## config.mk

```make
export PLATFORM = sky130hd
export DESIGN_NAME = board_state_generator_flat
export DESIGN_NICKNAME = d
export VERILOG_FILES = /design/src/rtl/board_state_generator_pkg.sv /design/src/rtl/board_state_generator_if.sv /design/src/rtl/board_state_generator_lfsr16.sv /design/src/rtl/board_state_generator.sv /design/src/flat_wrapper.sv
export SDC_FILE = /design/constraint.sdc
export NUM_CORES = 1
export LEC_CHECK = 0
export CORE_AREA = 2 2 304 306
export CTS_CLUSTER_DIAMETER = 120
export DETAILED_ROUTE_END_ITERATION = 8
export DIE_AREA = 0 0 306 308
export GPL_TIMING_DRIVEN = 0
export PLACE_DENSITY_LB_ADDON = 0.05
export SLEW_MARGIN = 15
export SYNTH_ARGS = -nofsm -noshare
export SYNTH_HDL_FRONTEND = slang
export SYNTH_HIERARCHICAL = 1
export SYNTH_SLANG_ARGS = --single-unit
```

## constraint.sdc

```tcl
create_clock -name CLOCK_50 -period 18.6 [get_ports CLOCK_50]
set_input_delay 3.72 -clock CLOCK_50 [delete_from_list [all_inputs] [get_ports CLOCK_50]]
set_output_delay 3.72 -clock CLOCK_50 [all_outputs]
set_load 0.1 [all_outputs]
```

## src/rtl/board_state_generator_pkg.sv

```systemverilog
// Shared types, cell bit layout and neighbour-count helper for the minesweeper board.
package board_pkg;

  localparam int unsigned N       = 8;
  localparam int unsigned CNT_LSB = 0;
  localparam int unsigned MINE_B  = 4;
  localparam int unsigned REV_B   = 5;
  localparam int unsigned FLAG_B  = 6;
  localparam int unsigned CUR_B   = 7;

  typedef enum logic [2:0] {IDLE, CLEAR, PLACE, COUNT, PLAY, LOST, WON} gstate_t;
  typedef logic [11:0] cell_t;

  // Sum of mine bits of the in-bounds 8-neighbours of cell idx (row*8+col).
  function automatic logic [3:0] nbr_count(input logic [63:0] mines, input logic [5:0] idx);
    logic [3:0] sum;
    logic [5:0] ni;
    int r;
    int c;
    sum = '0;
    for (int unsigned dr = 0; dr < 3; dr++) begin
      for (int unsigned dc = 0; dc < 3; dc++) begin
        r  = int'(idx[5:3]) + int'(dr) - 1;
        c  = int'(idx[2:0]) + int'(dc) - 1;
        ni = 6'(r * int'(N) + c);
        if (!(dr == 1 && dc == 1) && r >= 0 && r < int'(N) && c >= 0 && c < int'(N))
          sum = sum + {3'b000, mines[ni]};
      end
    end
    return sum;
  endfunction

endpackage

```

## src/rtl/board_state_generator_if.sv

```systemverilog
// Game control inputs and board/status outputs between the game logic and its driver.
interface board_state_generator_if;
  import board_pkg::*;

  logic [5:0]         bombs;
  logic               start;
  logic [2:0]         cur_row;
  logic [2:0]         cur_col;
  logic               reveal;
  logic               flag;
  cell_t [7:0][7:0]   board;
  logic               ready;
  logic               lost;
  logic               won;

  modport master (output bombs, start, cur_row, cur_col, reveal, flag,
                  input  board, ready, lost, won);
  modport slave  (input  bombs, start, cur_row, cur_col, reveal, flag,
                  output board, ready, lost, won);
endinterface

```

## src/rtl/board_state_generator_lfsr16.sv

```systemverilog
// Free-running 16-bit Fibonacci LFSR, taps 16,14,13,11, shifting left.
module lfsr16 #(
  parameter logic [15:0] SEED = 16'hACE1
) (
  input  logic        CLOCK_50,
  input  logic        reset,
  output logic [15:0] q
);

  always_ff @(posedge CLOCK_50 or posedge reset) begin
    if (reset) q <= SEED;
    else       q <= {q[14:0], q[15] ^ q[13] ^ q[12] ^ q[10]};
  end

endmodule

```

## src/rtl/board_state_generator.sv

```systemverilog
// Minesweeper game state: mine placement, neighbour counts, reveal/flag tracking, win/lose.
module board_state_generator
  import board_pkg::*;
#(
  parameter logic [15:0] SEED = 16'hACE1
) (
  input  logic                    CLOCK_50,
  input  logic                    reset,
  board_state_generator_if.slave  bus
);

  logic [15:0]      lfsr;
  gstate_t          state;
  logic [63:0]      mine;
  logic [63:0]      rev;
  logic [63:0]      flg;
  logic [63:0][3:0] cnt;
  logic [5:0]       target;
  logic [5:0]       placed;
  logic [5:0]       probe;
  logic [5:0]       idx;
  logic [6:0]       rcnt;
  logic [6:0]       need;
  logic [5:0]       cur;
  logic             ready;
  logic             lost;
  logic             won;
  logic             unused_lfsr_hi;

  lfsr16 #(.SEED(SEED)) u_lfsr (.CLOCK_50(CLOCK_50), .reset(reset), .q(lfsr));

  assign unused_lfsr_hi = ^lfsr[15:6];
  assign cur  = {bus.cur_row, bus.cur_col};
  assign need = 7'd64 - {1'b0, target};

  always_ff @(posedge CLOCK_50 or posedge reset) begin
    if (reset) begin
      state  <= IDLE;
      mine   <= '0;
      rev    <= '0;
      flg    <= '0;
      cnt    <= '0;
      target <= '0;
      placed <= '0;
      probe  <= '0;
      idx    <= '0;
      rcnt   <= '0;
      ready  <= 1'b0;
      lost   <= 1'b0;
      won    <= 1'b0;
    end else if (bus.start) begin
      state  <= CLEAR;
      target <= bus.bombs;
      mine   <= '0;
      rev    <= '0;
      flg    <= '0;
      cnt    <= '0;
      rcnt   <= '0;
      ready  <= 1'b0;
      lost   <= 1'b0;
      won    <= 1'b0;
    end else begin
      case (state)
        IDLE: ;
        CLEAR: begin
          mine   <= '0;
          rev    <= '0;
          flg    <= '0;
          cnt    <= '0;
          placed <= '0;
          probe  <= lfsr[5:0];
          idx    <= '0;
          rcnt   <= '0;
          state  <= PLACE;
        end
        PLACE: begin
          if (placed == target) begin
            idx   <= '0;
            state <= COUNT;
          end else if (!mine[probe]) begin
            mine[probe] <= 1'b1;
            placed      <= placed + 6'd1;
            probe       <= lfsr[5:0];
          end else begin
            probe <= probe + 6'd1;
          end
        end
        COUNT: begin
          cnt[idx] <= nbr_count(mine, idx);
          idx      <= idx + 6'd1;
          if (idx == 6'd63) begin
            state <= PLAY;
            ready <= 1'b1;
          end
        end
        PLAY: begin
          // reveal takes priority; a simultaneous flag is dropped
          if (bus.reveal) begin
            if (!rev[cur] && !flg[cur]) begin
              if (mine[cur]) begin
                rev   <= rev | mine;
                state <= LOST;
                lost  <= 1'b1;
                ready <= 1'b0;
              end else begin
                rev[cur] <= 1'b1;
                rcnt     <= rcnt + 7'd1;
                if (rcnt + 7'd1 == need) begin
                  state <= WON;
                  won   <= 1'b1;
                  ready <= 1'b0;
                end
              end
            end
          end else if (bus.flag && !rev[cur]) begin
            flg[cur] <= ~flg[cur];
          end
        end
        LOST: ;
        WON: ;
        default: state <= IDLE;
      endcase
    end
  end

  for (genvar r = 0; r < 8; r++) begin : g_row
    for (genvar c = 0; c < 8; c++) begin : g_col
      localparam int K = r * 8 + c;
      assign bus.board[r][c] = cell_t'({cur == 6'(K), flg[K], rev[K], mine[K], cnt[K]});
    end
  end

  assign bus.ready = ready;
  assign bus.lost  = lost;
  assign bus.won   = won;

endmodule

```

## src/flat_wrapper.sv

```systemverilog
// flat-port wrapper written by rule: the top's interface ports become plain ports
module board_state_generator_flat import board_pkg::*;
#(
  parameter logic [15:0] SEED = 16'hACE1
)
  (CLOCK_50, reset, bus_bombs, bus_start, bus_cur_row, bus_cur_col, bus_reveal, bus_flag, bus_board, bus_ready, bus_lost, bus_won);
  board_state_generator_if bus_i ();
  input  logic CLOCK_50;
  input  logic reset;
  input wire logic [$bits(bus_i.bombs)-1:0] bus_bombs;
  input wire logic [$bits(bus_i.start)-1:0] bus_start;
  input wire logic [$bits(bus_i.cur_row)-1:0] bus_cur_row;
  input wire logic [$bits(bus_i.cur_col)-1:0] bus_cur_col;
  input wire logic [$bits(bus_i.reveal)-1:0] bus_reveal;
  input wire logic [$bits(bus_i.flag)-1:0] bus_flag;
  output wire logic [$bits(bus_i.board)-1:0] bus_board;
  output wire logic [$bits(bus_i.ready)-1:0] bus_ready;
  output wire logic [$bits(bus_i.lost)-1:0] bus_lost;
  output wire logic [$bits(bus_i.won)-1:0] bus_won;
  assign bus_i.bombs = bus_bombs;
  assign bus_i.start = bus_start;
  assign bus_i.cur_row = bus_cur_row;
  assign bus_i.cur_col = bus_cur_col;
  assign bus_i.reveal = bus_reveal;
  assign bus_i.flag = bus_flag;
  assign bus_board = bus_i.board;
  assign bus_ready = bus_i.ready;
  assign bus_lost = bus_i.lost;
  assign bus_won = bus_i.won;
  board_state_generator #(.SEED(SEED)) u_core (.CLOCK_50(CLOCK_50), .reset(reset), .bus(bus_i));
endmodule
```

# == Word-level counts from Yosys, hierarchy flattened ==
# Cells that the tools add are included.
# word_totals
inputBits,17
n_memories,0
elab_cells,389
output_inout_bits,771
ram_bits,0
reg_bits,501
rom_bits,0
latchBits,0
# classes
order_cmp,26
mux,110
shifts,0
n_div,0
reduce_logical,51
bitwise,8
mul,0
addsub,30
eq_ne,87
# ops
cell,count
$mux 64,10
$pmux 256 s2,1
$pmux 64 s2,3
$bwmux 256,1
$mux 256,1
$eq 6x6->1 const B,33
$or 64x64->64,3
$eq 6x5->1 const B,16
$ge 32x1->1 const B,3
$lt 32x5->1 const B,3
$mux 4,24
$lt 6x7->1 const B,11
$bmux 1 s6,12
$bwmux 64,1
$eq 6x4->1 const B,8
$mux 1,32
$mux 6,5
$add 4x1->4,7
$mux 7,4
$demux 4 s6,1
$eq 6x3->1 const B,4
$logic_and 1x1->1,24
$pmux 6 s2,2
$mux 3,7
other kinds (44),96

# == Logic depth before layout (Yosys ltp) ==
# depth
depth_word,39
mapped_depth,37
depth_no_buf,33

# == Hierarchy ==
# Netlist, hierarchy kept.
# by_module_without_submodules
module,instances,seq_area_each_um2,cells_per_inst,area_per_inst_um2
board_state_generator,1,12136.6,2819,27156.0
lfsr16,1,410.4,20,440.4

# == Worst setup path before layout ==
# No wires, ideal clock.
# synth_timing
path_kind,in2out
from,input port bus_cur_col[1]
to,output port bus_board[427]
n_path_buf,4
path_slack_ns,8.479
path_stages,7
arrival_ns,6.401
path_cell_list,clkbuf_1 > buf_2 > buf_1 > nor2b_1 > nand2_1 > clkbuf_1 > nor2_1
# synth_via
elab_chain_cells,1
# synth_lines
element,line_no,rtl
"start, declared",flat_wrapper.sv:13,input wire logic [$bits(bus_i.cur_col)-1:0] bus_cur_col;
$eq 6x6->1,board_state_generator.sv:129,"assign bus.board[r][c] = cell_t'({cur == 6'(K), flg[K], rev[K], mine[K], cnt[K]});"
"end, declared",flat_wrapper.sv:16,output wire logic [$bits(bus_i.board)-1:0] bus_board;
# No other way between the ends.

# == Worst setup path after layout ==
# layout_timing
from,input port bus_cur_col[0]
to,output port bus_board[463]
# Same word-level chain as after synthesis.

==> impl_metrics.yaml <==
clock_tree:
  postCtsSetupRepairBufs: 0
  cts_repair_resize_count: 0
  clock_latency_ns: 0.65
  numCtsBuffers: 58
  cts_tree: "built"
  clk_pin_slew_ns: 0.06
  cts_root_buf: "clkbuf_16"
  h-tree-depth: 2
  cts_buffer_depth: 3
  cts_sinks: 501
  ctsHoldBuffers: 0
critical_path:
  critPathMaxStageDelay_ns: 1.05
  critPathSlowestCell: "clkdlybuf4s50_1"
  end_kind: "output pin"
  cp.required_ns: 14.88
  reg2reg_to: "u_core/bus.board[206]"
  startpoint: "bus_cur_col[0]"
  cp.depth: 9
  cp_cell_sequence: "buf_2 -> buf_4 -> buf_2 -> buf_2 -> inv_1 -> nand3_1 -> clkbuf_1 -> nor2_1 -> clkdlybuf4s50_1"
  endpoint: "bus_board[463]"
  cp.arrival_ns: 7.81
  crit_top_cell: "buf_2"
  cp-start-kind: "input port"
  crit_buf_inv: 7
  r2r_cells: 37
  rrSetupSlack_ns: 8.55
  crit_fanout: 10
  regToRegStartpoint: "u_core/idx[0]"
  path_class: "in2out"
  critPathTopFamily: "buffers and inverters"
timing:
  relSlewSlack_pct: 19.8
  setup_tns_ns: 0
  tightest_slew_ns: 1.20
  finalHoldViolCount: 0
  finalSetupViolCount: 0
  hold_ws_ns: 0.343
  rsz0062_at_grt: "false"
  finClkSkew_ns: 0.0410
  slew_viol_final: 0
  timing.final.crit_share_pct: 62.0
  fmax_mhz: 86.8
  fin_crit_ns: 11.53
  fin_ws_ns: 7.07
grt:
  grt_max_degree: 84
  grt_pass1_vias: 25800
  antenna_found_initial: 3
  grt_pass1_wl_um: 190000
  track_usage_pct: 27.6
  gr-total-overflow: 0
layout:
  drive_above_1_share_pct: 14.0
  finalNonFillerCells: 4928
  area_delta_synth_final_pct: 36.0
  nFillCells: 8907
  fin_util_pct: 41.3
  final_area_mm2: 0.0375
  fin_nets: 3737
synthesis:
  yosysTopAreaCell: "dfrtp_1"
  ys_types: 73
  syn_avg_cell_area_um2: 9.72
  synthTopCellsByArea: "dfrtp_1 45%, buf_4 7.1%, mux4_2 5.6%"
  synth_seq_cells: 501
  netlist_top_cells_count: "493 x dfrtp_1, 336 x nand2_1, 328 x nor2_1"
  yosys.area_share.simple_pct: 12.2
  synth_xor_area_share_pct: 1.53
  synthCells: 2839
  yosysMostFrequentCell: "dfrtp_1"
  synth-async-reset-ratio_pct: 100
  synth_top_family_by_area: "compound AO/OA/AOI/OAI gates"
  synth_fa_ha_area_share_pct: 1.34
  syn-cell-area_mm2: 0.0276
  synth_compound_area_share_pct: 17.6
  muxShareOfSynthArea_pct: 11.7
  synthFlopType: "dfrtp_1"
  synth_top_cell_area_share_pct: 44.7
  synth_warnings: 6
  seq_area_frac_synth_pct: 45.5
  synth_edf_count: 0
route:
  totalWireLength_um: 135000
  drtIter0Drc: 2580
  wl_per_cell_um: 27.5
  drc: 0
  first_pass_iters: 6
  route.vias.total: 26200
  viasPerCell: 5.33
  postRouteAntennaNets: 0
pwr:
  irDropWorstVdd_uv: 66.9
  pwr-share-clk_pct: 35.2
  leakage_nw: 16.6
  p_int_mw: 2.02
  comb_power_share_pct: 31.8
  power.switching_mw: 1.35
  p_sw_share_pct: 40.1
  seqPwrFrac_pct: 33.1
  p_per_area_mw_per_mm2: 90.0
  total_power_mw: 3.38
placed_design:
  gp_congestion: 0.913
  pre_cts_slack_ns: 7.24
  dp_hpwl_um: 101000
  postPlaceCellArea_mm2: 0.0356
  dp.cells: 4817
  portBuffers: 527
floorplanning:
  dieArea_mm2: 0.0942
  initial_core_util_pct: 30.3
  fp.dieW_um: 306
  io_pins: 788
  design.core.area_mm2: 0.0910
  fp.dieH_um: 308
  rows: 111
run:
  maxCapViolations: 0
run_status:
  run_status: "finished clean"
min_path:
  min_path_type: "reg2reg"
## placed cells by master (no fill, tap or decap), types with 28 or more instances in the layout
master           count
a21oi_1             38
a22o_1              80
a31oi_1             56
a32o_1              66
buf_2               33
buf_4              262
clkbuf_1           149
clkbuf_16           58
clkdlybuf4s50_1    527
conb_1             256
dfrtp_1            493
ha_1                28
mux2i_1            148
mux4_2              69
nand2_1            336
nand3_1             35
nor2_1             321
o21ai_0            271
o21ai_1             71
o31ai_1             70
xnor2_1             29
## layer usage
| metal | up-vias | routed length (um) | GRT usage [%] |
|---|---|---|---|
| met5 | - | 11 | 0 |
| met4 | 2 | 6380 | 12.4 |
| met3 | 283 | 10900 | 5.80 |
| met2 | 1398 | 64300 | 45.4 |
| met1 | 13100 | 53700 | 35.0 |
| li1 | 11400 | - | - |
## worst min path at each step
stage	start	end	slack, ns	depth (start not counted)
2_1_floorplan	u_core/u_lfsr/q[8]	u_core/u_lfsr/q[9]	0.33	0
3_3_place_gp	u_core/u_lfsr/q[8]	u_core/u_lfsr/q[9]	0.34	0
3_5_place_dp	u_core/u_lfsr/q[8]	u_core/u_lfsr/q[9]	0.34	0
4_1_cts	u_core/u_lfsr/q[8]	u_core/u_lfsr/q[9]	0.34	0
5_1_grt	u_core/u_lfsr/q[8]	u_core/u_lfsr/q[9]	0.35	0
6_report	u_core/u_lfsr/q[8]	u_core/u_lfsr/q[9]	0.34	0
## sequential cells by signal, summed over array words and instances, names as in the netlist
signal	count
u_core/bus.ready	1
u_core/rev	64
u_core/idx	6
u_core/probe	6
u_core/flg	64
u_core/u_lfsr/q	16
u_core/mine	64
u_core/target	6
u_core/rcnt	7
u_core/placed	6
u_core/bus.lost	1
u_core/bus.board	256
u_core/state	3
u_core/bus.won	1
## area by class of cell
cell class,count,area (um2),area share (%)
multi-input cells,2116,13300,35.3
flip-flops and latches,501,12500,33.4
repair buffers,537,5480,14.6
plain buffers,450,2710,7.22
clock buffers,80,1640,4.38
well taps,1186,1480,3.95
clock inverters,29,310,0.826
inverters,27,109,0.290
diodes,2,5.00,0.0133
## power groups by stage
stage / combinational, mW / clock, mW / sequential, mW
floorplan: 0.764 / 0 / 1.15
global placement: 1.03 / 0 / 1.14
detailed placement: 1.06 / 0 / 1.14
CTS: 1.06 / 1.21 / 1.12
global route: 1.14 / 1.26 / 1.12
finish: 1.07 / 1.19 / 1.12
## cells by family after synthesis
group | count (synthesis)
and+or+nand+nor | 807
AOI/OAI and AO/OA | 744
DFF | 501
buffers and inverters | 477
muxes | 235
xor gates and xnor gates | 45
adders and majority gates | 29
other | 1
No activity file was read; power rests on OpenSTA's default activity.
